**config.mk**
```make
export PLATFORM = sky130hd
export DESIGN_NAME = spi_master
export DESIGN_NICKNAME = d
export VERILOG_FILES = /design/src/rtl/spi_master.sv
export SDC_FILE = /design/constraint.sdc
export NUM_CORES = 1
export LEC_CHECK = 0
export BUFFER_PORTS_ARGS = -buffer_cell sky130_fd_sc_hd__buf_2
export CAP_MARGIN = 10
export CORE_MARGIN = 5
export CORE_UTILIZATION = 50
export DETAILED_ROUTE_END_ITERATION = 8
export PLACE_DENSITY = 0.7
export SLEW_MARGIN = 20
export SYNTH_ARGS = -nofsm -noshare
export SYNTH_HDL_FRONTEND = slang
export SYNTH_SLANG_ARGS = --single-unit
```
**constraint.sdc**
```tcl
create_clock -name ext_clk -period 5.25 [get_ports ext_clk]
set_clock_uncertainty 0.1 [all_clocks]
set_input_delay 0.525 -clock ext_clk [delete_from_list [all_inputs] [get_ports ext_clk]]
set_output_delay 0.525 -clock ext_clk [all_outputs]
set_load 0.03 [all_outputs]
```
**src/rtl/spi_master.sv**
```systemverilog
// spi_master: SPI mode-0 (CPOL=0, CPHA=0), MSB-first, single-slave master.
// Each byte is taken on a send_valid/send_ready handshake, framed with an
// active-low ss, and clocked out on sclk = ext_clk / (2*CLK_DIV). The byte
// returned on miso is presented on recv_data with a one-cycle recv_ready.
// Optional feature macro: SPI_MASTER_BURST_EN. When it is defined, a new byte
// can be accepted in the final HOLD cycle, so consecutive bytes share one ss
// frame.

module spi_master #(
  parameter int CLK_DIV = 4
) (
  input  logic       ext_clk,
  input  logic       rst,
  output logic       sclk,
  output logic       mosi,
  input  logic       miso,
  output logic       ss,
  input  logic [7:0] send_data,
  input  logic       send_valid,
  output logic       send_ready,
  output logic [7:0] recv_data,
  output logic       recv_ready
);

  typedef enum logic [2:0] {IDLE, SETUP, SHIFT, HOLD, GAP} state_t;

  localparam logic [7:0] DIV_LAST = 8'(CLK_DIV - 1);

  state_t     state, state_nxt;
  logic [7:0] div_cnt, div_nxt;
  logic [3:0] bit_cnt, bit_nxt;
  logic [7:0] tx_sr, tx_nxt;
  logic [7:0] rx_sr, rx_nxt;
  logic       sclk_nxt, mosi_nxt, ss_nxt, recv_ready_nxt;
  logic [7:0] recv_data_nxt;
  logic       div_done;
  logic       accept;

  assign div_done = (div_cnt == DIV_LAST);

`ifdef SPI_MASTER_BURST_EN
  logic hold_last;
  assign hold_last  = (state == HOLD) && div_done;
  assign send_ready = (state == IDLE) || hold_last;
`else
  assign send_ready = (state == IDLE);
`endif

  assign accept = send_valid && send_ready;

  // Next-state and next-output logic; bit_cnt counts sclk half-periods in SHIFT
  always_comb begin
    state_nxt      = state;
    div_nxt        = div_cnt;
    bit_nxt        = bit_cnt;
    tx_nxt         = tx_sr;
    rx_nxt         = rx_sr;
    sclk_nxt       = sclk;
    mosi_nxt       = mosi;
    ss_nxt         = ss;
    recv_data_nxt  = recv_data;
    recv_ready_nxt = 1'b0;
    case (state)
      IDLE: begin
        if (accept) begin
          tx_nxt    = send_data;
          rx_nxt    = 8'h00;
          mosi_nxt  = send_data[7];
          ss_nxt    = 1'b0;
          div_nxt   = 8'd0;
          state_nxt = SETUP;
        end
      end
      SETUP: begin
        if (div_done) begin
          div_nxt   = 8'd0;
          bit_nxt   = 4'd0;
          sclk_nxt  = 1'b1;
          rx_nxt    = {rx_sr[6:0], miso};
          state_nxt = SHIFT;
        end else begin
          div_nxt = div_cnt + 8'd1;
        end
      end
      SHIFT: begin
        if (div_done) begin
          div_nxt = 8'd0;
          if (bit_cnt == 4'd15) begin
            state_nxt = HOLD;
          end else begin
            bit_nxt = bit_cnt + 4'd1;
            if (!sclk) begin
              sclk_nxt = 1'b1;
              rx_nxt   = {rx_sr[6:0], miso};
            end else begin
              sclk_nxt = 1'b0;
              tx_nxt   = {tx_sr[6:0], 1'b0};
              if (bit_cnt != 4'd14) begin
                mosi_nxt = tx_sr[6];
              end
            end
          end
        end else begin
          div_nxt = div_cnt + 8'd1;
        end
      end
      HOLD: begin
        if (div_done) begin
          div_nxt        = 8'd0;
          recv_data_nxt  = rx_sr;
          recv_ready_nxt = 1'b1;
          ss_nxt         = 1'b1;
          state_nxt      = GAP;
`ifdef SPI_MASTER_BURST_EN
          if (accept) begin
            tx_nxt    = send_data;
            rx_nxt    = 8'h00;
            mosi_nxt  = send_data[7];
            ss_nxt    = 1'b0;
            state_nxt = SETUP;
          end
`endif
        end else begin
          div_nxt = div_cnt + 8'd1;
        end
      end
      GAP: begin
        if (div_done) begin
          div_nxt   = 8'd0;
          state_nxt = IDLE;
        end else begin
          div_nxt = div_cnt + 8'd1;
        end
      end
      default: state_nxt = IDLE;
    endcase
  end

  // State and output registers with synchronous reset
  always_ff @(posedge ext_clk) begin
    if (rst) begin
      state      <= IDLE;
      div_cnt    <= 8'd0;
      bit_cnt    <= 4'd0;
      tx_sr      <= 8'h00;
      rx_sr      <= 8'h00;
      sclk       <= 1'b0;
      mosi       <= 1'b0;
      ss         <= 1'b1;
      recv_data  <= 8'h00;
      recv_ready <= 1'b0;
    end else begin
      state      <= state_nxt;
      div_cnt    <= div_nxt;
      bit_cnt    <= bit_nxt;
      tx_sr      <= tx_nxt;
      rx_sr      <= rx_nxt;
      sclk       <= sclk_nxt;
      mosi       <= mosi_nxt;
      ss         <= ss_nxt;
      recv_data  <= recv_data_nxt;
      recv_ready <= recv_ready_nxt;
    end
  end

endmodule

```
==> metrics.csv, run 1 <==
metric,value,unit
async_reset_ff_frac,0,
fp.dieH,75.05,µm
crit_path_max_fanout,10,
ys_ff_latch,42,
grt-ovfl-total,0,
r2r_end,recv_data[7]$_SDFFE_PP0P_,
seqCellArea,840.8,µm²
synth_commonest_cells,"dfxtp_1 (42), mux2i_1 (23), a21oi_1 (20)",
htreeDepth,2,
total_leakage_power,0.9638,nW
synth_fp_nets,238,
max_freq,431.3,MHz
cp.required,5.30,ns
maxCapViolations,0,
fin_total_pwr,0.0006319,W
diodes,0,
wl,4164,µm
synth_flop_cell,dfxtp_1,
synth.distinct_cells,53,
period_minus_slack,2.319,ns
fin_util,0.5723,
pre_cts_ws,2.921,ns
endpoint_kind,flop,
r2r_cells,5,
r2r_start,div_cnt[0]$_SDFFE_PP0P_,
cts_resized,0,
final_hold_viol_count,0,
wl_per_cell,14.26,µm
cts_root_buffer,clkbuf_8,
first_global_vias,1624,
max-slew-margin-rel,0.4931,
rsz0062_at_grt,no,
drt-pass1-iter-count,4,
initial_core_util,0.5214,
clockBufferDepth,2,
cts_setup_buffers,0,
yosys-top-cells-area,"dfxtp_1 (40%), mux2i_1 (11%), a21oi_1 (4.7%)",
cts_tree,built,
boundaryPins,25,
postSynthCellCount,223,
arrival,2.37,ns
grt_pass1_wl,7403,µm
core_area,4058,µm²
ys_warn_count,0,
synth_area_per_cell,9.488,µm²
clk_pin_slew,0.08,ns
p_per_area,272.1,nW/µm²
multi_input_area,1174,µm²
yosysMostFrequentCell,dfxtp_1,
dp_hpwl,2788,µm
numClockSinks,42,
clock_latency,0.29,ns
grt_max_degree,45,
setup_tns,0,ns
fillerInstances,366,
outcome,"complete, no violations",
synth-edff-count,0,
core.rowCount,23,
finalCritPeriodShare,0.4416,
grt.total_usage,0.1680,
cts_hold_buf,0,
port_buffers,24,
place.gp.congestion,0.8090,
syn_to_final_growth,9.758,%
syn_area,2116,µm²
nNetsFinal,256,
cts_buffers,5,
setup_ws,2.931,ns
reg2reg_slack,2.93,ns
dieArea,5633,µm²
crit_start,div_cnt[0]$_SDFFE_PP0P_,
synth_top_area_frac,0.3974,
setup_viol,0,
irDropWorstVdd,168.8,µV
worstSetupStartpointType,flop,
ys_seq_area_frac,0.3974,
layout-drive-gt1-share,0.2066,
drc,0,
via_per_inst,5.818,
final_antenna_net_count,0,
chipWidth,75.05,µm
crit_end,recv_data[7]$_SDFFE_PP0P_,
tightest_slew,0.7603,ns
crit_type,flop to flop,
antenna_found_initial,0,
vias,1699,
initialDrtViolationCount,177,
hold_path.class,input pin to flop,
yosysTopAreaCell,dfxtp_1,
drv_slew,0,
## metal layers
layer / up-vias / wire length [µm] / GRT usage
li1: 869 / - / -
met1: 800 / 2035 / 0.2128
met2: 22 / 1928 / 0.2756
met3: 8 / 121 / 0.04272
met4: 0 / 79 / 0.06126
met5: - / 0 / 0
## report_power, final
group	internal (W)	switching (W)	total, W	leakage (nW)
logic	0.0000216	0.0000312	0.0000529	0.571
registers	0.000325	0.00000530	0.000331	0.341
clock network	0.000142	0.000106	0.000248	0.0524
total	0.000489	0.000143	0.000632	0.964
## per-stage QoR
step,std cells,instance area (µm²),hold slack (ns)
after floorplan,223,2116,0.3443
after global placement,284,2216,0.3572
after detailed placement,284,2216,0.3574
after CTS,292,2322,0.3595
after global routing,292,2322,0.3878
final,292,2322,0.3684
## kinds of logic (layout without fill, tap and decap cells)
family          count (synthesis)  count (layout)  share of synthesized area
flops                          42              42                     0.3974
fa+ha+maj                       3               3                    0.01774
mux                            23              23                     0.1088
buf+inv                        17              36                    0.04790
simple gates                   84              84                     0.2294
xor+xnor                        1               1                   0.004140
compound gates                 53              53                     0.1946
## worst min path at each step
stage / start / end / slack, ns / depth (start not counted)
6_report: miso / rx_sr[0]$_SDFFE_PP0P_ / 0.37 / 3
5_1_grt: miso / rx_sr[0]$_SDFFE_PP0P_ / 0.39 / 3
4_1_cts: miso / rx_sr[0]$_SDFFE_PP0P_ / 0.36 / 3
3_5_place_dp: ss$_SDFFE_PP1P_ / ss$_SDFFE_PP1P_ / 0.36 / 2
3_3_place_gp: div_cnt[1]$_SDFFE_PP0P_ / div_cnt[1]$_SDFFE_PP0P_ / 0.36 / 2
2_1_floorplan: div_cnt[1]$_SDFFE_PP0P_ / div_cnt[1]$_SDFFE_PP0P_ / 0.34 / 2
## worst max-delay path: stages, from the launching register on
cell and delay [ns]:
dfxtp_1 0.37, ha_1 0.24, nor4b_4 0.43, nand4_1 0.64
mux2i_1 0.35, nor2_1 0.06
## area by class of cell
cell class                      instances  share of cell area
Clock buffer                            7             0.03287
Clock inverter                          1             0.01293
Inverter                                3            0.004849
Multi-Input combinational cell        164              0.5054
Sequential cell                        42              0.3621
Tap cell                               50             0.02694
Timing Repair Buffer                   25             0.05496
## registers in the layout, indices dropped and copies added (netlist names)
name,flops
recv_data,8
recv_ready,1
rx_sr,8
tx_sr,7
ss,1
mosi,1
sclk,1
div_cnt,8
state,3
bit_cnt,4
## placed cells by master, fill, tap and decap left out, drive strengths merged, types with 2 or more instances in the layout
master	Yosys	routed
dfxtp	42	42
buf	9	25
mux2i	23	23
a21oi	20	20
nor2	18	18
nand2	18	18
nand2b	11	11
a311oi	9	9
nand3	7	7
clkbuf	5	7
nor3	6	6
o21ai	4	4
inv	3	3
nand4	3	3
a31oi	3	3
ha	3	3
and3	3	3
nor4	2	2
or2	2	2
nor2b	2	2
o41ai	2	2
or4	2	2
a41oi	2	2
o31ai	2	2
nor4b	2	2
or4b	2	2
(Power assumes the default switching activity.)
==> inputs of run 2 (changes only) <==
ABC_AREA = 1   (was unset)
PLACE_DENSITY = 0.73   (was 0.7)
clock period = 2.1 ns   (was 5.25 ns; I/O delays follow)
==> metrics.csv, run 2 <==
metric,value,unit,change
mostFrequentLayoutCells,"nand2_1 (93), nor2_1 (49), dfxtp_1 (42)",,
drv_slew,0,,unchanged
seqCellArea,840.8,µm²,unchanged
clockBufferDepth,2,,unchanged
routed.top_layer,met4,,
synth-xor-area-share,0.01201,,+0.007867
postSynthCellCount,333,,+49%
total_leakage_power,1.216,nW,+26%
final_hold_viol_count,0,,unchanged
dpl_cell_area,2356,µm²,+6.3%
wl_per_cell,11.31,µm,-21%
met2WireLength,2115,µm,+9.7%
initialDrtViolationCount,99,,-44%
synth_fp_nets,348,,+46%
port_buffers,24,,unchanged
setup_ws,0.3845,ns,-2.547 ns
async_reset_ff_frac,0,,unchanged
layout-drive-gt1-share,0.1528,,-0.05383
multi_input_area,1150,µm²,-2.0%
synthAdderAreaFrac,0.01715,,-0.0005883
grt.total_usage,0.1661,,-0.001868
syn_to_final_growth,11.84,%,
cp.required,2.24,ns,-3.06 ns
setup_tns,0,ns,unchanged
p_int,0.001899,W,+290%
maxCapViolations,0,,unchanged
synth-edff-count,0,,unchanged
cts_resized,0,,unchanged
layout_commonest_cell,nand2_1,,
wl_met3,233,µm,+93%
yosysMostFrequentCell,nand2_1,,
yosys-top-cells-area,"dfxtp_1 (38%), nand2_1 (16%), nor2_1 (8.4%)",,
yosys.area_share.simple,0.4059,,+0.1765
clock_latency,0.30,ns,about the same
via_per_inst,4.925,,-15%
max-slew-margin-rel,0.7635,,+0.2704
diodes,0,,unchanged
switching_share,0.4774,,+0.2518
comb_power_share,0.531,,+0.447
arrival,1.86,ns,-0.51 ns
reg_top3,"div_cnt x8, recv_data x8, rx_sr x8",,
synth_area_per_cell,6.572,µm²,-31%
cpMostUsedCell,nor2_1,,
synth_top_area_frac,0.3842,,-0.01318
chipWidth,76.16,µm,+1.5%
worstSetupStartpointType,flop,,
grt_max_degree,19,,-58%
p_per_area,1485,nW/µm²,+450%
synth_flop_cell,dfxtp_1,,
critPathMaxStageDelay,0.36,ns,-0.28 ns
first_global_vias,1848,,+14%
switchingPower,0.001735,W,+1100%
rsz0062_at_grt,no,,
ys_ff_latch,42,,unchanged
final_antenna_net_count,0,,unchanged
endpoint_kind,flop,,
synth_commonest_cells,"nand2_1 (93), nor2_1 (49), dfxtp_1 (42)",,
boundaryPins,25,,unchanged
syn_area,2188,µm²,+3.4%
tightest_slew,0.3543,ns,-0.4060 ns
design_area,2447,µm²,+5.4%
cp_cell_sequence,ha_1 -> nand2_1 -> nor2_1 -> nand2_2 -> nand2_1 -> nand2_2 -> inv_2 -> nor2_1 -> nor2_1,,
place.gp.congestion,0.8170,,+0.99%
cts_setup_buffers,0,,unchanged
cts_root_buffer,clkbuf_8,,
initial_core_util,0.5096,,-0.01182
numClockSinks,42,,unchanged
htreeDepth,2,,unchanged
outcome,"complete, no violations",,
antenna_found_initial,0,,unchanged
clk_pin_slew,0.08,ns,about the same
wirelength_met1,2240,µm,+10%
dieArea,5800,µm²,+3.0%
ys_seq_area_frac,0.3842,,-0.01318
cts_buffers,5,,unchanged
dp_hpwl,3326,µm,+19%
core_area,4294,µm²,+5.8%
vias,2029,,+19%
crit_type,flop to flop,,
synth.distinct_cells,24,,-55%
yosysTopAreaCell,dfxtp_1,,
ys_warn_count,0,,unchanged
cts_tree,built,,
hold_path.class,input pin to flop,,
core.rowCount,24,,+4.3%
fillerInstances,429,,+17%
drc,0,,unchanged
muxShareOfSynthArea,0,,-0.1088
synth_top_family_by_area,simple AND/OR/NAND/NOR gates,,
synth_compound_area_frac,0.09034,,-0.1042
cts_hold_buf,0,,unchanged
fp.dieH,76.16,µm,+1.5%
irDropWorstVdd,762.9,µV,+350%
fin_total_pwr,0.003633,W,+480%
crit_path_max_fanout,7,,-3
pwr-share-seq,0.317,,-0.206
finalCritPeriodShare,0.8169,,+0.3753
drt-pass1-iter-count,5,,+1
slowest_stage,dfxtp_1,,
max_freq,582.9,MHz,+35%
grt-ovfl-total,0,,unchanged
grt_pass1_wl,8162,µm,+10%
nNetsFinal,374,,+46%
setup_viol,0,,unchanged
pre_cts_ws,0.4205,ns,-2.500 ns
wl,4661,µm,+12%
power_frac_clock,0.151,,-0.242
period_minus_slack,1.716,ns,-0.6030 ns
run 2: changes by cell type after synthesis, moves of 13 or more:
cell	delta
inv_1	+37
nand3_1	+17
mux2i_1	-23
nand2_1	+76
nor2_1	+31
o21ai_0	+13
run 2: power groups by stage:
stage          logic [W]  clock network [W]  registers, W
5_1_grt          0.00221           0.000602       0.00118
6_report         0.00193           0.000550       0.00115
3_5_place_dp     0.00192                  0       0.00117
4_1_cts          0.00193           0.000570       0.00115
3_3_place_gp     0.00189                  0       0.00117
2_1_floorplan    0.00156                  0       0.00116
run 2: cell families (layout without fill, tap and decap cells):
group	after synthesis	after routing
AO/OA/AOI/OAI	39	39
buffers and inverters	51	78
flip-flops	42	42
adder cells (fa/ha/maj)	3	3
AND/OR/NAND/NOR	195	195
XOR/XNOR	3	3
run 2: worst paths after layout:
check | startpoint | end | slack, ns | cells past startpoint
setup / recovery | div_cnt[0]$_SDFFE_PP0P_ | tx_sr[2]$_SDFFE_PP0P_ | 0.38 | 9
hold / removal | send_data[0] | tx_sr[0]$_SDFFE_PP0P_ | 0.04 | 3
setup reg to reg | div_cnt[0]$_SDFFE_PP0P_ | tx_sr[2]$_SDFFE_PP0P_ | 0.38 | 9
hold reg to reg | ss$_SDFFE_PP1P_ | ss$_SDFFE_PP1P_ | 0.35 | 2
run 2: stage by stage:
step,instances,hold slack (ns),util
2_1_floorplan,333,0.2476,-
3_3_place_gp,404,0.3495,0.5487
3_5_place_dp,404,0.3479,0.5487
5_1_grt,412,0.1003,0.5699
6_report,412,0.04275,0.5699
4_1_cts,412,0.03572,0.5699
run 2: final cells by class:
cell class / count / share of cell area
Tap cell: 52 / 0.02658
Clock inverter: 1 / 0.002045
Inverter: 44 / 0.06748
Multi-Input combinational cell: 240 / 0.4698
Timing Repair Buffer: 26 / 0.05521
Sequential cell: 42 / 0.3436
Clock buffer: 7 / 0.03528
run 2: critical path, delay by kind of cell, from the launching register on:
kind | cells | cell delay [ns]
and+or+nand+nor | 7 | 0.88
adders and majority gates | 1 | 0.21
buffers and inverters | 1 | 0.12
DFF | 1 | 0.36
run 2: per-layer routing:
metal	vias up	global-route usage
li1	1088	-
met1	888	0.2163
met2	44	0.2628
met3	9	0.04610
met4	0	0.05769
met5	-	0
==> inputs of run 3 (changes only) <==
PLACE_DENSITY = 0.7   (was 0.73)
clock period = 1.6 ns   (was 2.1 ns; I/O delays follow)
==> metrics.csv, run 3 (synthesis gave the netlist of run 2 again) <==
metric,value,unit,change
multi_input_area,1226,µm²,+6.6%
drt-pass1-iter-count,4,,-1
max_freq,648.3,MHz,+11%
initial_core_util,0.5096,,unchanged
drc,0,,unchanged
core.rowCount,24,,unchanged
grt_pass1_wl,7693,µm,-5.7%
worstHoldEndpoint,div_cnt[5]$_SDFFE_PP0P_,,
cts_tree,built,,
p_int,0.002901,W,+53%
port_buffers,24,,unchanged
final_cells,430,,+4.4%
final_hold_viol_count,0,,unchanged
wl_per_cell,11.39,µm,+0.71%
fin_util,0.6390,,+0.06906
reg_top3,"div_cnt x8, recv_data x8, rx_sr x8",,
r2r_cells,10,,+1
layout-drive-gt1-share,0.2354,,+0.08267
crit_path_max_fanout,5,,-2
tightest_slew,0.2984,ns,-0.05595 ns
outcome,"complete, no violations",,
setup_viol,0,,unchanged
htreeDepth,2,,unchanged
maxCapViolations,0,,unchanged
worstSetupStartpointType,flop,,
grt_max_degree,24,,+5
wl,4899,µm,+5.1%
power_frac_clock,0.164,,+0.013
cts_root_buffer,clkbuf_8,,
period_minus_slack,1.542,ns,-0.1731 ns
initialDrtViolationCount,140,,+41%
drv_slew,0,,unchanged
dieArea,5800,µm²,unchanged
clock_latency,0.30,ns,about the same
clk_pin_slew,0.08,ns,about the same
final_antenna_net_count,0,,unchanged
first_global_vias,1764,,-4.5%
numClockSinks,42,,unchanged
setup_tns,0,ns,unchanged
endpoint_kind,flop,,
fillerInstances,371,,-14%
cp.required,1.74,ns,-0.50 ns
fp.dieH,76.16,µm,unchanged
chipWidth,76.16,µm,unchanged
grt-ovfl-total,0,,unchanged
max-slew-margin-rel,0.8006,,+0.03707
boundaryPins,25,,unchanged
r2r_end,rx_sr[4]$_SDFFE_PP0P_,,
fin_hold_ws,0.04698,ns,+0.004226 ns
total_leakage_power,1.336,nW,+9.9%
place.gp.congestion,0.8145,,-0.31%
dpl_cell_area,2429,µm²,+3.1%
r2r_start,div_cnt[1]$_SDFFE_PP0P_,,
cts_buffers,5,,unchanged
slowest_stage,dfxtp_2,,
seqCellArea,849.6,µm²,+1.0%
grt.total_usage,0.1573,,-0.008861
crit_type,flop to flop,,
layout_commonest_cell,nand2_1,,
clockBufferDepth,2,,unchanged
switching_share,0.4518,,-0.02560
antenna_found_initial,0,,unchanged
pwr-share-seq,0.294,,-0.023
syn_to_final_growth,25.39,%,
mostFrequentLayoutCells,"nand2_1 (91), nor2_1 (46), inv_1 (40)",,
p_per_area,1928,nW/µm²,+30%
critPathMaxStageDelay,0.37,ns,about the same
dp_hpwl,3348,µm,+0.65%
switchingPower,0.002391,W,+38%
nNetsFinal,393,,+5.1%
design_area,2744,µm²,+12%
finalCritPeriodShare,0.9640,,+0.1471
dp_cells,412,,+2.0%
arrival,1.68,ns,-0.18 ns
via_per_inst,4.812,,-2.3%
irDropWorstVdd,943.9,µV,+24%
vias,2069,,+2.0%
core_area,4294,µm²,unchanged
diodes,0,,unchanged
cp_cell_sequence,ha_4 -> nand2_2 -> nor2_4 -> nand2_4 -> buf_4 -> nand2_4 -> nand3_2 -> nand2_1 -> inv_1 -> nor2_1,,
min_path_cells,2,,-1
cpMostUsedCell,nand2_4,,
reg2reg_slack,0.06,ns,-0.33 ns
min-delay-start,rst,,
hold_path.class,input pin to flop,,
comb_power_share,0.542,,+0.011
==> run 3: power by group through the flow <==
stage                     clock network, W  logic (W)  registers [W]
final                             0.000868    0.00287        0.00155
after global routing              0.000931    0.00326        0.00159
after CTS                         0.000884    0.00265        0.00153
after detailed placement                 0    0.00263        0.00154
after global placement                   0    0.00259        0.00153
after floorplan                          0    0.00205        0.00152
==> run 3: layout make-up <==
cell class	instances	area share
timing repair buffer	44	0.1167
clock inverter	1	0.01094
tap	52	0.02371
clock buffer	6	0.03010
inverter	44	0.06202
sequential	42	0.3096
multi-input combinational	241	0.4469
==> run 3: critical path, delay by kind of cell (launching register included) <==
kind	cells	cell delay (ns)
buf+inv	2	0.19
fa+ha+maj	1	0.16
simple gates	7	0.67
flops	1	0.37
==> run 3: layer usage <==
layer  wire length, µm  GRT usage
met5                 0          0
met4                48    0.04371
met3               202    0.04374
met2              2283     0.2509
met1              2365     0.2078
==> run 3: worst max-delay path by stage <==
stage                       startpoint                    end  slack, ns  cells after the start
4_1_cts        bit_cnt[0]$_SDFFE_PP0P_  tx_sr[5]$_SDFFE_PP0P_      0.008                      8
3_3_place_gp   bit_cnt[1]$_SDFFE_PP0P_  tx_sr[1]$_SDFFE_PP0P_       0.04                      8
3_5_place_dp   div_cnt[0]$_SDFFE_PP0P_  tx_sr[6]$_SDFFE_PP0P_      -0.03                      9
2_1_floorplan    state[1]$_SDFFE_PP0P_  state[0]$_SDFFE_PP0P_       0.07                      9
6_report       div_cnt[1]$_SDFFE_PP0P_  rx_sr[4]$_SDFFE_PP0P_       0.06                     10
5_1_grt        div_cnt[1]$_SDFFE_PP0P_  rx_sr[2]$_SDFFE_PP0P_      -0.01                     10
==> run 3: through the flow <==
step           setup WS [ns]  power [W]
2_1_floorplan        0.07137   0.003572
3_3_place_gp         0.03663   0.004123
3_5_place_dp        -0.02771   0.004168
4_1_cts             0.007656   0.005062
5_1_grt             -0.01244   0.005784
6_report             0.05754   0.005291
==> run 3: what timing repair did <==
| item | CTS | global route |
|---|---|---|
| pin swaps | 0 | 6 |
| hold endpoints to repair | 1 | 0 |
| setup endpoints to repair | 7 | 36 |
| hold buffers | 1 | 0 |
| buffers inserted | 0 | 7 |
| gates resized for setup | 2 | 23 |
| gates cloned | 0 | 3 |
